===== config.mk =====
export PLATFORM = sky130hd
export DESIGN_NAME = seq11011_tx
export DESIGN_NICKNAME = d
export VERILOG_FILES = /design/src/rtl/seq11011_tx.sv
export SDC_FILE = /design/constraint.sdc
export NUM_CORES = 1
export LEC_CHECK = 0
export ABC_AREA = 1
export CAP_MARGIN = 10
export CORE_UTILIZATION = 54
export CTS_BUF_LIST = sky130_fd_sc_hd__clkbuf_8 sky130_fd_sc_hd__clkbuf_16
export CTS_CLUSTER_SIZE = 14
export DETAILED_ROUTE_END_ITERATION = 8
export PLACE_DENSITY = 0.78
export SYNTH_ARGS = -nofsm -noshare
export SYNTH_HDL_FRONTEND = slang
export SYNTH_SLANG_ARGS = --single-unit

===== constraint.sdc =====
create_clock -name clk -period 1.6 [get_ports clk]
set_input_delay 0.32 -clock clk [delete_from_list [all_inputs] [get_ports clk]]
set_output_delay 0.32 -clock clk [all_outputs]
set_load 0.1 [all_outputs]

===== src/rtl/seq11011_tx.sv =====
`default_nettype none
// ============================================================================
// Module   : seq11011_tx
// Brief    : Serial frame transmitter: 11011 sync, zero-stuffed MSB-first
//            payload, then a forced run of guard zeros.
// Revision : 1.0
// ============================================================================
module seq11011_tx #(
    parameter int DATA_W = 8,
    parameter int GUARD  = 2
) (
    input  logic              clk,
    input  logic              rst,
    input  logic [DATA_W-1:0] in_data,
    input  logic              in_valid,
    output logic              in_ready,
    output logic              tx,
    output logic              tx_frame,
    output logic              tx_stuff
);

    localparam int CNT_MAX = (DATA_W > GUARD) ? ((DATA_W > 5) ? DATA_W : 5)
                                              : ((GUARD  > 5) ? GUARD  : 5);
    localparam int CNT_W   = $clog2(CNT_MAX + 1);

    localparam logic [4:0]       c_SYNC       = 5'b11011;
    localparam logic [3:0]       c_STUFF_HIST = 4'b1101;
    localparam logic [CNT_W-1:0] c_ONE        = CNT_W'(1);
    localparam logic [CNT_W-1:0] c_SYNC_LAST  = CNT_W'(4);
    localparam logic [CNT_W-1:0] c_DATA_LEN   = CNT_W'(DATA_W);
    localparam logic [CNT_W-1:0] c_GUARD_LAST = CNT_W'(GUARD - 1);

    typedef enum logic [1:0] {
        S_IDLE  = 2'd0,
        S_SYNC  = 2'd1,
        S_DATA  = 2'd2,
        S_GUARD = 2'd3
    } state_t;

    state_t            r_state,  w_state_nxt;
    logic [DATA_W-1:0] r_shift,  w_shift_nxt;
    logic [3:0]        r_hist,   w_hist_nxt;
    logic [CNT_W-1:0]  r_cnt,    w_cnt_nxt;
    logic              r_tx,     w_tx_nxt;
    logic              r_frame,  w_frame_nxt;
    logic              r_stuff,  w_stuff_nxt;
    logic [2:0]        w_sync_idx;
    logic              w_sync_bit;

    assign in_ready = (r_state == S_IDLE);
    assign tx       = r_tx;
    assign tx_frame = r_frame;
    assign tx_stuff = r_stuff;

    // In SYNC the counter holds the index of the next sync bit (1..4).
    assign w_sync_idx = 3'd4 - r_cnt[2:0];
    assign w_sync_bit = c_SYNC[w_sync_idx];

    always_comb begin
        w_state_nxt = r_state;
        w_shift_nxt = r_shift;
        w_hist_nxt  = r_hist;
        w_cnt_nxt   = r_cnt;
        w_tx_nxt    = 1'b0;
        w_frame_nxt = 1'b0;
        w_stuff_nxt = 1'b0;
        case (r_state)
            S_IDLE: begin
                w_hist_nxt = 4'b0000;
                if (in_valid) begin
                    w_shift_nxt = in_data;
                    w_tx_nxt    = c_SYNC[4];
                    w_frame_nxt = 1'b1;
                    w_hist_nxt  = {3'b000, c_SYNC[4]};
                    w_cnt_nxt   = c_ONE;
                    w_state_nxt = S_SYNC;
                end
            end
            S_SYNC: begin
                w_tx_nxt    = w_sync_bit;
                w_frame_nxt = 1'b1;
                w_hist_nxt  = {r_hist[2:0], w_sync_bit};
                if (r_cnt == c_SYNC_LAST) begin
                    w_cnt_nxt   = c_DATA_LEN;
                    w_state_nxt = S_DATA;
                end else begin
                    w_cnt_nxt = r_cnt + c_ONE;
                end
            end
            S_DATA: begin
                w_frame_nxt = 1'b1;
                // A 1 after history 1101 would complete 11011, so insert a 0 instead.
                if (r_hist == c_STUFF_HIST) begin
                    w_stuff_nxt = 1'b1;
                    w_hist_nxt  = {r_hist[2:0], 1'b0};
                end else begin
                    w_tx_nxt    = r_shift[DATA_W-1];
                    w_hist_nxt  = {r_hist[2:0], r_shift[DATA_W-1]};
                    w_shift_nxt = r_shift << 1;
                    w_cnt_nxt   = r_cnt - c_ONE;
                    if (r_cnt == c_ONE) begin
                        w_cnt_nxt   = c_GUARD_LAST;
                        w_state_nxt = S_GUARD;
                    end
                end
            end
            S_GUARD: begin
                w_hist_nxt = 4'b0000;
                if (r_cnt == '0) begin
                    w_state_nxt = S_IDLE;
                end else begin
                    w_cnt_nxt = r_cnt - c_ONE;
                end
            end
            default: begin
                w_state_nxt = S_IDLE;
            end
        endcase
    end

    always_ff @(posedge clk) begin
        if (!rst) begin
            r_state <= S_IDLE;
            r_shift <= '0;
            r_hist  <= 4'b0000;
            r_cnt   <= '0;
            r_tx    <= 1'b0;
            r_frame <= 1'b0;
            r_stuff <= 1'b0;
        end else begin
            r_state <= w_state_nxt;
            r_shift <= w_shift_nxt;
            r_hist  <= w_hist_nxt;
            r_cnt   <= w_cnt_nxt;
            r_tx    <= w_tx_nxt;
            r_frame <= w_frame_nxt;
            r_stuff <= w_stuff_nxt;
        end
    end

endmodule
`default_nettype wire


==> impl_metrics.ini, run 1 <==
[setup_path]
start_kind = flip-flop
worstPathCellList = inv_1, ha_4, inv_2, or2_4, nand2_4, nor2_2, nand2_1, nand2_1, a21oi_2
path_delay_family = simple AND/OR/NAND/NOR gates
crit_type = reg2reg
cp-end-kind = flip-flop
max_stage_delay_ns = 0.40
crit_path_max_fanout = 6
reg2reg_depth = 9
slowest_stage = dfxtp_1
r2r_slack_ns = 0.09
reg2reg_to = r_shift[3]
arrival_ns = 1.67
worstReg2RegStart = r_state[1]
critPathRequiredTime_ns = 1.76
crit_start = r_state[1]
worst-path-buf-inv = 2
cp_common_cell = nand2_1

[sta]
tightest_slew_ns = 0.2962
max-slew-margin-rel = 0.8023
final-hold-violation-count = 0
fin_skew_ns = 0.001068
fin_crit_ns = 1.513
rsz0062_at_grt = false
slew_viol_final = 0
setup_viol = 0
fmax_ghz = 0.6608
period_share = 0.9458
fin_tns_setup_ns = 0

[power]
power_frac_comb = 0.605
p_seq_frac = 0.276
p_int_mw = 1.496
pwr-share-clk = 0.119
p_leak_nw = 0.7222
swShare = 0.4757
power.density_mw_per_mm2 = 1830
ir_drop_mv = 1.315
power_switching_mw = 1.357

[min_path]
hold_end = r_shift[2]
worstHoldPathCells = 2
hold_start = r_shift[2]
hold_path.class = reg2reg

[synthesis]
synth_edf_count = 0
syn_area_mm2 = 0.001234
yosysWarningCount = 0
yosys_most_used_dff = dfxtp_1
synthTopCellsByArea = dfxtp_1 34%, nand2_1 16%, ha_1 9.1%, inv_1 6.1%, mux2i_1 5.7%
ys_types = 25
yosysMostFrequentCell = nand2_1
synth_seq_cells = 21
synth.avg_cell_area_um2 = 7.257
synthArstFlopShare = 0
yosysSeqAreaShare = 0.3408
synth_top_area_cell = dfxtp_1
syn-num-nets = 190
synth.top_cells.by_count = 53 x nand2_1, 21 x dfxtp_1, 20 x inv_1
synth_top_area_frac = 0.3408
synth_cells = 170

[global_routing]
grt_remaining_overflow = 0
grt_pass1_vias = 1075
grt_usage = 0.2450
grt_pass1_wl_um = 4567
antenna_found_initial = 0
grt_start_max_net_pins = 13

[route]
routedWlPerCell_um = 12.13
route.top_layer_used = met4
via_count = 1121
dr_wl_met2_um = 1356
drt-met1-wl_um = 1159
postRouteAntennaNets = 0
wl_um = 2680
wl_met3_um = 97
initialDrtViolationCount = 22
drcViolationCount = 0
first_pass_iters = 4
routed_via_density = 5.072

[placed_design]
place_hpwl_um = 2055
dpl_cell_area_mm2 = 0.001500
io_buffers = 14
gp_congestion = 0.8502

[final_layout]
drive_above_1_share = 0.1907
area_delta_synth_final_pct = 26.37
final_nets = 215
fin_area_mm2 = 0.001559
antenna_cells = 0

[floorplan]
core_area_mm2 = 0.002062
initial_utilization = 0.5983
die_area_mm2 = 0.002480
die_y_um = 49.80
rows = 16
die_x_um = 49.80
pin_count = 15

[job]
maxCapViolCount = 0

[cts]
htreeDepth = 1
root_buffer = clkbuf_8
cts_tree = done
clock_latency_ns = 0.26
clk_path_buf_depth = 2
cts_sinks = 21
numCtsBuffers = 3
cts.clk_slew.worst_paths_ns = 0.07
cts_setup_buffers = 0

[outcome]
status = completed
==> cells by family (layout without fill, tap and decap cells) <==
logic type,after synthesis,after routing,share of synthesized area
adder cells (fa/ha/maj),9,9,0.09128
XOR/XNOR,1,1,0.007101
multiplexers,7,7,0.05680
flip-flops,21,21,0.3408
AO/OA/AOI/OAI,15,15,0.08214
buffers and inverters,25,48,0.08518
AND/OR/NAND/NOR,92,93,0.3367
==> registers in the layout, summed over array words and instances (netlist names) <==
name / count
tx: 1
r_cnt: 4
r_state: 2
r_shift: 8
tx_stuff: 1
r_hist: 4
tx_frame: 1
==> layout by cell type (no fill, tap or decap), drive strengths merged <==
master	netlist	final
nand2	54	54
inv	22	23
dfxtp	21	21
nor2	18	19
nand3	13	13
a21oi	13	13
buf	3	12
clkdlybuf4s50	0	10
ha	9	9
mux2i	7	7
nor3b	3	3
clkbuf	0	3
or2	3	3
o21ai	2	2
xor2	1	1
nand4	1	1
==> layout make-up <==
class                           instances  area (um2)
Multi-Input combinational cell        125       734.5
Clock inverter                          1       3.754
Fill cell                             159       503.0
Clock buffer                            3       41.29
Sequential cell                        21       420.4
Tap cell                               27       33.78
Inverter                               22       85.08
Timing Repair Buffer                   22       240.2
==> layer usage <==
layer,vias to the layer above,global-route usage
met4,0,0.1095
met5,-,0
met2,32,0.4302
li1,582,-
met3,6,0.02778
met1,501,0.2964
==> power by group through the flow <==
stage | registers, mW | logic (mW) | clock network (mW)
2_1_floorplan | 0.925 | 1.08 | 0
3_3_place_gp | 0.787 | 1.63 | 0
3_5_place_dp | 0.795 | 1.68 | 0
4_1_cts | 0.785 | 1.69 | 0.344
5_1_grt | 0.804 | 1.89 | 0.369
6_report | 0.787 | 1.73 | 0.340
==> worst max path at each step <==
| stage | cells after the start | endpoint | slack (ns) |
|---|---|---|---|
| floorplan | 8 | r_shift[1] | 0.04 |
| global placement | 6 | r_shift[4] | 0.05 |
| detailed placement | 6 | r_shift[4] | 0.01 |
| CTS | 8 | r_shift[4] | 0.05 |
| global route | 9 | r_shift[5] | 0.002 |
| finish | 9 | r_shift[3] | 0.09 |
==> worst min-delay path, stage by stage (launching register included) <==
cell     delay, ns
dfxtp_1       0.32
inv_1         0.06
a21oi_2       0.04
==> metrics by stage <==
stage / util / instances / hold WS, ns / power, mW / setup WS (ns)
after global routing: 0.7561 / 221 / 0.4849 / 3.065 / 0.001852
after floorplan: - / 170 / 0.4301 / 2.008 / 0.04413
after global placement: 0.7275 / 216 / 0.4374 / 2.417 / 0.05474
after CTS: 0.7494 / 220 / 0.4558 / 2.815 / 0.05436
final: 0.7561 / 221 / 0.4561 / 2.852 / 0.08673
after detailed placement: 0.7275 / 216 / 0.4447 / 2.474 / 0.01485
==> what timing repair did <==
item / 4_1_cts / 5_1_grt
setup endpoints to repair: 0 / 12
hold buffers: 0 / 0
endpoints found under the hold margin: 0 / 0
resized for setup: 0 / 3
No activity file was read; power rests on OpenSTA's default activity.
==> inputs of run 2 (changes only) <==
Settings changed: CTS_CLUSTER_DIAMETER from default to 60.
==> results of run 2 <==
The final DEF is identical to that of run 1; final timing and power are the same.
==> inputs of run 3 (changes only) <==
Settings changed: CORE_UTILIZATION 54 to 49, PLACE_DENSITY 0.78 to 0.74, SKIP_CTS_REPAIR_TIMING from default to 1.
Clock period 1.6 ns to 1.2 ns, I/O delays scaled along.
==> run 3 against run 2 <==
The run now ends with negative setup slack left. Core utilization grew 5.0 points. Via count up 14%. Cell area increased by 19%.
==> impl_metrics.ini, run 3 (synthesis gave the netlist of run 1 again) <==
[final_layout]
stdcell_count = 239
fin_area_mm2 = 0.001852
drive_above_1_share = 0.4028
final_nets = 232
area_delta_synth_final_pct = 50.10
antenna_cells = 0
biggestRegsByFlops = r_shift x8, r_cnt x4, r_hist x4
layout.cells.most_common = nand2_1
largest_register_ffs = 8
utilization = 0.8061
regMostFlops = r_shift
final_cell_mix = 45 x nand2_1, 22 x buf_4, 17 x inv_1, 16 x dfxtp_1, 11 x a21oi_2

[route]
routedWlPerCell_um = 14.27
drcViolationCount = 0
postRouteAntennaNets = 0
routed_via_density = 5.331
via_count = 1274
wl_um = 3410
first_pass_iters = 4
initialDrtViolationCount = 37

[setup_path]
start_kind = flip-flop
critPathRequiredTime_ns = 0.96
slowest_stage = dfxtp_4
arrival_ns = 1.20
r2r_slack_ns = -0.21
cp-end-kind = primary output
crit_path_max_fanout = 5
worstPathCellList = inv_4, ha_4, buf_4, buf_12
crit_type = reg2out
max_stage_delay_ns = 0.39

[sta]
max-slew-margin-rel = 0.8113
fin_skew_ns = 0.003555
period_share = 1.199
tightest_slew_ns = 0.2828
setup_viol = 17
slew_viol_final = 0
fin_crit_ns = 1.439
fmax_ghz = 0.6951
fin_tns_setup_ns = -2.902
fin_hold_ws_ns = 0.4573
final-hold-violation-count = 0
rsz0062_at_grt = true
fin_ws_ns = -0.2387

[floorplan]
rows = 17
die_area_mm2 = 0.002722
die_x_um = 52.18
die_y_um = 52.18
initial_utilization = 0.5370
core_area_mm2 = 0.002297
pin_count = 15

[cts]
root_buffer = clkbuf_8
numCtsBuffers = 3
cts_sinks = 21
cts_tree = done
cts.clk_slew.worst_paths_ns = 0.08
clock_latency_ns = 0.27
htreeDepth = 1
clk_path_buf_depth = 2

[power]
ir_drop_mv = 2.275
power.density_mw_per_mm2 = 2513
p_leak_nw = 0.8299
finalPower_mw = 4.654

[outcome]
status = complete, but fails checks
failed_checks = negative setup slack

[job]
maxCapViolCount = 0

[global_routing]
grt_remaining_overflow = 0
grt_pass1_wl_um = 5064
antenna_found_initial = 0
grt_start_max_net_pins = 12
grt_usage = 0.2550
grt_pass1_vias = 1173

[placed_design]
gp_congestion = 0.8848
dp_cells = 233
place_hpwl_um = 2338
dpl_cell_area_mm2 = 0.001627
io_buffers = 14
dp_slack_ns = -0.3092

[min_path]
hold_path.class = reg2reg
==> run 3: layout make-up <==
class / instances / area [um2]
timing repair buffer: 39 / 382.9
fill: 137 / 445.4
sequential: 21 / 431.7
tap: 28 / 35.03
inverter: 22 / 90.09
multi-input combinational: 125 / 867.1
clock inverter: 1 / 3.754
clock buffer: 3 / 41.29
==> run 3: final timing paths <==
kind / startpoint / endpoint / cells past startpoint
worst max-delay path: r_state[1] / in_ready / 4
worst min-delay path: r_shift[5] / r_shift[5] / 2
worst max register to register: r_state[1] / r_shift[5] / 9
worst min register to register: r_shift[5] / r_shift[5] / 2
==> run 3: where the power goes <==
part	internal, mW	switching (mW)	leakage, nW	total, mW
Sequential	0.924	0.161	0.175	1.09
Combinational	1.30	1.80	0.628	3.10
Clock	0.229	0.237	0.0269	0.465
Total	2.45	2.20	0.830	4.65
==> run 3: routing by layer <==
metal  part of all wire  wire, um  track usage  up-vias
met5                  0         0            0        -
met4              0.025        85      0.05263        0
met3              0.054       184      0.05507       13
met2               0.49      1683       0.4658       48
met1               0.43      1457       0.3032      596
li1                   -         -            -      617
==> run 3: critical path, delay by kind of cell, from the launching register on <==
| family | cells | cell delay, ns |
|---|---|---|
| buffers and inverters | 3 | 0.36 |
| flip-flops | 1 | 0.39 |
| adder cells (fa/ha/maj) | 1 | 0.17 |
